===== src/rtl/regfile_wb_ctrl.sv =====
// Writeback controller: destination-register scoreboard, round-robin arbitration
// between two writeback requesters, and a registered register-file write port.
module regfile_wb_ctrl #(
  parameter int DWIDTH = 32
) (
  input  logic              clk,
  input  logic              rst,
  input  logic              alloc_valid,
  input  logic [4:0]        alloc_rd,
  output logic              alloc_ready,
  input  logic [4:0]        rs1,
  input  logic [4:0]        rs2,
  output logic              rs1_busy,
  output logic              rs2_busy,
  input  logic              req0_valid,
  input  logic [4:0]        req0_rd,
  input  logic [DWIDTH-1:0] req0_data,
  output logic              req0_ready,
  input  logic              req1_valid,
  input  logic [4:0]        req1_rd,
  input  logic [DWIDTH-1:0] req1_data,
  output logic              req1_ready,
  output logic              rf_we,
  output logic [4:0]        rf_addr,
  output logic [DWIDTH-1:0] rf_wdata
);

  logic [31:0]       busy_q, busy_d;
  logic              last_grant_q, last_grant_d;
  logic              rf_we_q, rf_we_d;
  logic [4:0]        rf_addr_q, rf_addr_d;
  logic [DWIDTH-1:0] rf_wdata_q, rf_wdata_d;
  logic              grant0, grant1;
  logic              alloc_fire;

  // Contention goes to whoever did not win last; no grants while in reset.
  always_comb begin
    grant0 = 1'b0;
    grant1 = 1'b0;
    if (!rst) begin
      if (req0_valid && req1_valid) begin
        grant0 = last_grant_q;
        grant1 = !last_grant_q;
      end else begin
        grant0 = req0_valid;
        grant1 = req1_valid;
      end
    end
  end

  assign req0_ready  = grant0;
  assign req1_ready  = grant1;
  assign alloc_ready = !rst && ((alloc_rd == 5'd0) || !busy_q[alloc_rd]);
  assign alloc_fire  = alloc_valid && alloc_ready && (alloc_rd != 5'd0);
  assign rs1_busy    = (rs1 != 5'd0) && busy_q[rs1];
  assign rs2_busy    = (rs2 != 5'd0) && busy_q[rs2];

  always_comb begin
    busy_d       = busy_q;
    last_grant_d = last_grant_q;
    rf_we_d      = 1'b0;
    rf_addr_d    = rf_addr_q;
    rf_wdata_d   = rf_wdata_q;
    // Clear lands on the same edge the register file captures the data.
    if (rf_we_q) begin
      busy_d[rf_addr_q] = 1'b0;
    end
    if (alloc_fire) begin
      busy_d[alloc_rd] = 1'b1;
    end
    busy_d[0] = 1'b0;
    if (grant0) begin
      last_grant_d = 1'b0;
      rf_we_d      = (req0_rd != 5'd0);
      rf_addr_d    = req0_rd;
      rf_wdata_d   = req0_data;
    end else if (grant1) begin
      last_grant_d = 1'b1;
      rf_we_d      = (req1_rd != 5'd0);
      rf_addr_d    = req1_rd;
      rf_wdata_d   = req1_data;
    end
  end

  always_ff @(posedge clk) begin
    if (rst) begin
      busy_q       <= '0;
      last_grant_q <= 1'b1;
      rf_we_q      <= 1'b0;
      rf_addr_q    <= '0;
      rf_wdata_q   <= '0;
    end else begin
      busy_q       <= busy_d;
      last_grant_q <= last_grant_d;
      rf_we_q      <= rf_we_d;
      rf_addr_q    <= rf_addr_d;
      rf_wdata_q   <= rf_wdata_d;
    end
  end

  assign rf_we    = rf_we_q;
  assign rf_addr  = rf_addr_q;
  assign rf_wdata = rf_wdata_q;

endmodule

===== config.mk =====
export PLATFORM = sky130hd
export DESIGN_NAME = regfile_wb_ctrl
export DESIGN_NICKNAME = d
export VERILOG_FILES = /design/src/rtl/regfile_wb_ctrl.sv
export SDC_FILE = /design/constraint.sdc
export NUM_CORES = 1
export LEC_CHECK = 0
export ABC_AREA = 1
export BUFFER_PORTS_ARGS = -buffer_cell sky130_fd_sc_hd__buf_4
export CORE_MARGIN = 10
export CORE_UTILIZATION = 52
export CTS_CLUSTER_SIZE = 30
export DETAILED_ROUTE_END_ITERATION = 12
export PLACE_DENSITY_LB_ADDON = 0.12
export SLEW_MARGIN = 20
export SYNTH_ARGS = -nofsm -noshare
export SYNTH_HDL_FRONTEND = slang
export SYNTH_SLANG_ARGS = --single-unit

===== constraint.sdc =====
create_clock -name clk -period 1.88 [get_ports clk]
set_input_delay 0.188 -clock clk [delete_from_list [all_inputs] [get_ports clk]]
set_output_delay 0.188 -clock clk [all_outputs]
set_load 0.005 [all_outputs]

==> impl_metrics.tcl <==
set metrics [dict create \
    rrSetupSlack_ns 0.21 \
    synth_cell_type_count 26 \
    core_area_um2 8130 \
    firstDrtPassIters 5 \
    hold_depth 3 \
    root_buffer "clkbuf_8" \
    wl_mm 14.3 \
    antenna_left 0 \
    drive_above_1_share_pct 31.6 \
    clock_path_buffers 2 \
    timing.final.crit_share_pct 95.7 \
    finalSetupViolCount 0 \
    syn-instance-count 637 \
    area.growth.synth_to_final_pct 30.8 \
    clk_latency_ns 0.35 \
    die_h_um 111 \
    cts_hold_buffers 0 \
    place_area_um2 5380 \
    fillers 694 \
    overflow 0 \
    wl_met2_mm 6.69 \
    cts.sink_count 70 \
    wl_met3_mm 1.50 \
    fin_skew_ns 0.0117 \
    num_vias 4859 \
    cp.arrival_ns 1.61 \
    leakagePower_nw 2.30 \
    path_common_cell "nor2_1" \
    maxSlewViolCount 0 \
    hold_class "primary input to flip-flop" \
    clkTransAtPathRegs_ns 0.08 \
    htreeDepth 3 \
    final_cell_area_um2 5620 \
    rsz0062_at_grt "true" \
    required_ns 1.69 \
    drc 0 \
    syn_area_per_cell_um2 6.74 \
    synth-seq-cells 70 \
    grt_max_degree 54 \
    wire_per_inst_um 16.3 \
    start_util_pct 52.8 \
    netlist_top_cells_area "dfxtp_1 33%, nand2_1 16%, o21ai_0 7.7%, nand3_2 7.0%, a21oi_2 5.9%" \
    routabilityCongestion 0.972 \
    cp_max_fo 3 \
    mostFrequentLayoutCells "186 x nand2_1, 147 x buf_4, 64 x o21ai_0, 64 x dfxtp_1, 57 x nor2_1" \
    dp.final_hpwl_mm 10.9 \
    path_cells "inv_1 -> o31ai_1 -> nand2_1 -> nand3_1 -> nor2_1 -> nor2_1 -> buf_4" \
    die_x_um 111 \
    synth.top_cell.area_share_pct 32.6 \
    worst_r2r_path_depth 13 \
    period_needed_ns 1.80 \
    top_layer "met4" \
    cp_slowest_cell "dfxtp_1" \
    power.density_nw_per_um2 642 \
    cts_tree "done" \
    syn_area_um2 4300 \
    status "finished clean" \
    hold_viol 0 \
    io_pins 137 \
    tns_ns 0 \
    start_kind "flip-flop" \
    portBuffers 136 \
    grt_usage_pct 22.2 \
    final_common_cell "nand2_1" \
    worstMarginPinSlew_ns 0.709 \
    seq_area_frac_synth_pct 32.6 \
    maxSlewHeadroom_pct 52.7 \
    post-route-util_pct 69.1 \
    grt_pass1_vias 4781 \
    synthesis.nets 731 \
    critPathMaxStageDelay_ns 0.40 \
    ys_warn_count 0 \
    grt_first_pass_wirelength_mm 23.2 \
    antenna_found_initial 0 \
    viasPerCell 5.56 \
    timing.fmax_ghz 0.556 \
    peakVddDrop_mv 0.521 \
    cap_violations 0 \
    antennaDiodeCount 0 \
    std_cell_rows 33 \
    drtIter0Drc 330 \
    whs_ns 0.0492 \
    wl_met1_mm 5.61 \
    end_kind "primary output" \
    yosysTopAreaCell "dfxtp_1" \
    dieArea_um2 12300 \
    critPathKind "flip-flop to primary output" \
    cts_buffers 9 \
    nets 858 \
]
[cell usage after synthesis (all sizes together)]
library cell  number
nand2            189
dfxtp             70
nand3             66
o21ai             66
nor2              60
a21oi             50
inv               44
a31oi             29
clkbuf            21
buf               15
nor3               9
o211ai             9
a221oi             5
o31ai              2
nor3b              1
or4                1
[worst max-delay path, delay by kind of cell (launching register included)]
family	cells	cell delay, ns
buffers and inverters	2	0.20
flip-flops	1	0.40
AND/OR/NAND/NOR	4	0.30
AO/OA/AOI/OAI	1	0.37
[report_power, final]
group / total [W] / internal (W) / switching [W]
registers: 0.00160 / 0.00155 / 0.0000468
clock network: 0.00127 / 0.000658 / 0.000615
logic: 0.000740 / 0.000347 / 0.000392
[flip-flops by register name (all words and copies together) (netlist names)]
signal and cells:
rf_wdata 32, busy_q 31, rf_addr 5, last_grant_q 1, rf_we 1
[kinds of logic after synthesis]
kind of cell | Yosys count | synth area share [%]
buffers and inverters | 80 | 9.20
DFF | 70 | 32.6
and+or+nand+nor | 326 | 35.0
AOI/OAI and AO/OA | 161 | 23.2
[per-layer routing]
layer | vias to the layer above | GRT usage, %
li1 | 2392 | -
met1 | 2212 | 25.0
met2 | 216 | 36.1
met3 | 39 | 8.82
met4 | 0 | 10.3
met5 | - | 0
[metrics by stage]
step                      setup slack (ns)  total power, W  std cells
after floorplan                      0.452         0.00199        637
after global placement               0.169         0.00235        855
after detailed placement             0.119         0.00236        855
after CTS                           0.0360         0.00361        871
after global routing               -0.0258         0.00379        874
final                               0.0813         0.00361        874
[cell type report]
cell class,count,area [um2],share of cell area (%)
Timing Repair Buffer,152,1200,21.4
Clock buffer,10,138,2.45
Sequential cell,70,1410,25.1
Clock inverter,6,70.1,1.25
Tap cell,105,131,2.34
Inverter,44,165,2.94
Multi-Input combinational cell,487,2500,44.5
[final timing paths]
kind,startpoint,endpoint
worst max-delay path,busy_q[1]$_SDFF_PP0_,rs2_busy
worst min-delay path,req1_data[26],rf_wdata[26]$_SDFFE_PP0P_
worst max register to register,busy_q[28]$_SDFF_PP0_,busy_q[13]$_SDFF_PP0_
worst min register to register,rf_wdata[24]$_SDFFE_PP0P_,rf_wdata[24]$_SDFFE_PP0P_
[what timing repair did]
action / in CTS / in global routing
setup buffers: 0 / 3
endpoints found under the setup margin: 0 / 3
gates resized for setup: 0 / 10
Power figures use the tool's default switching activity.
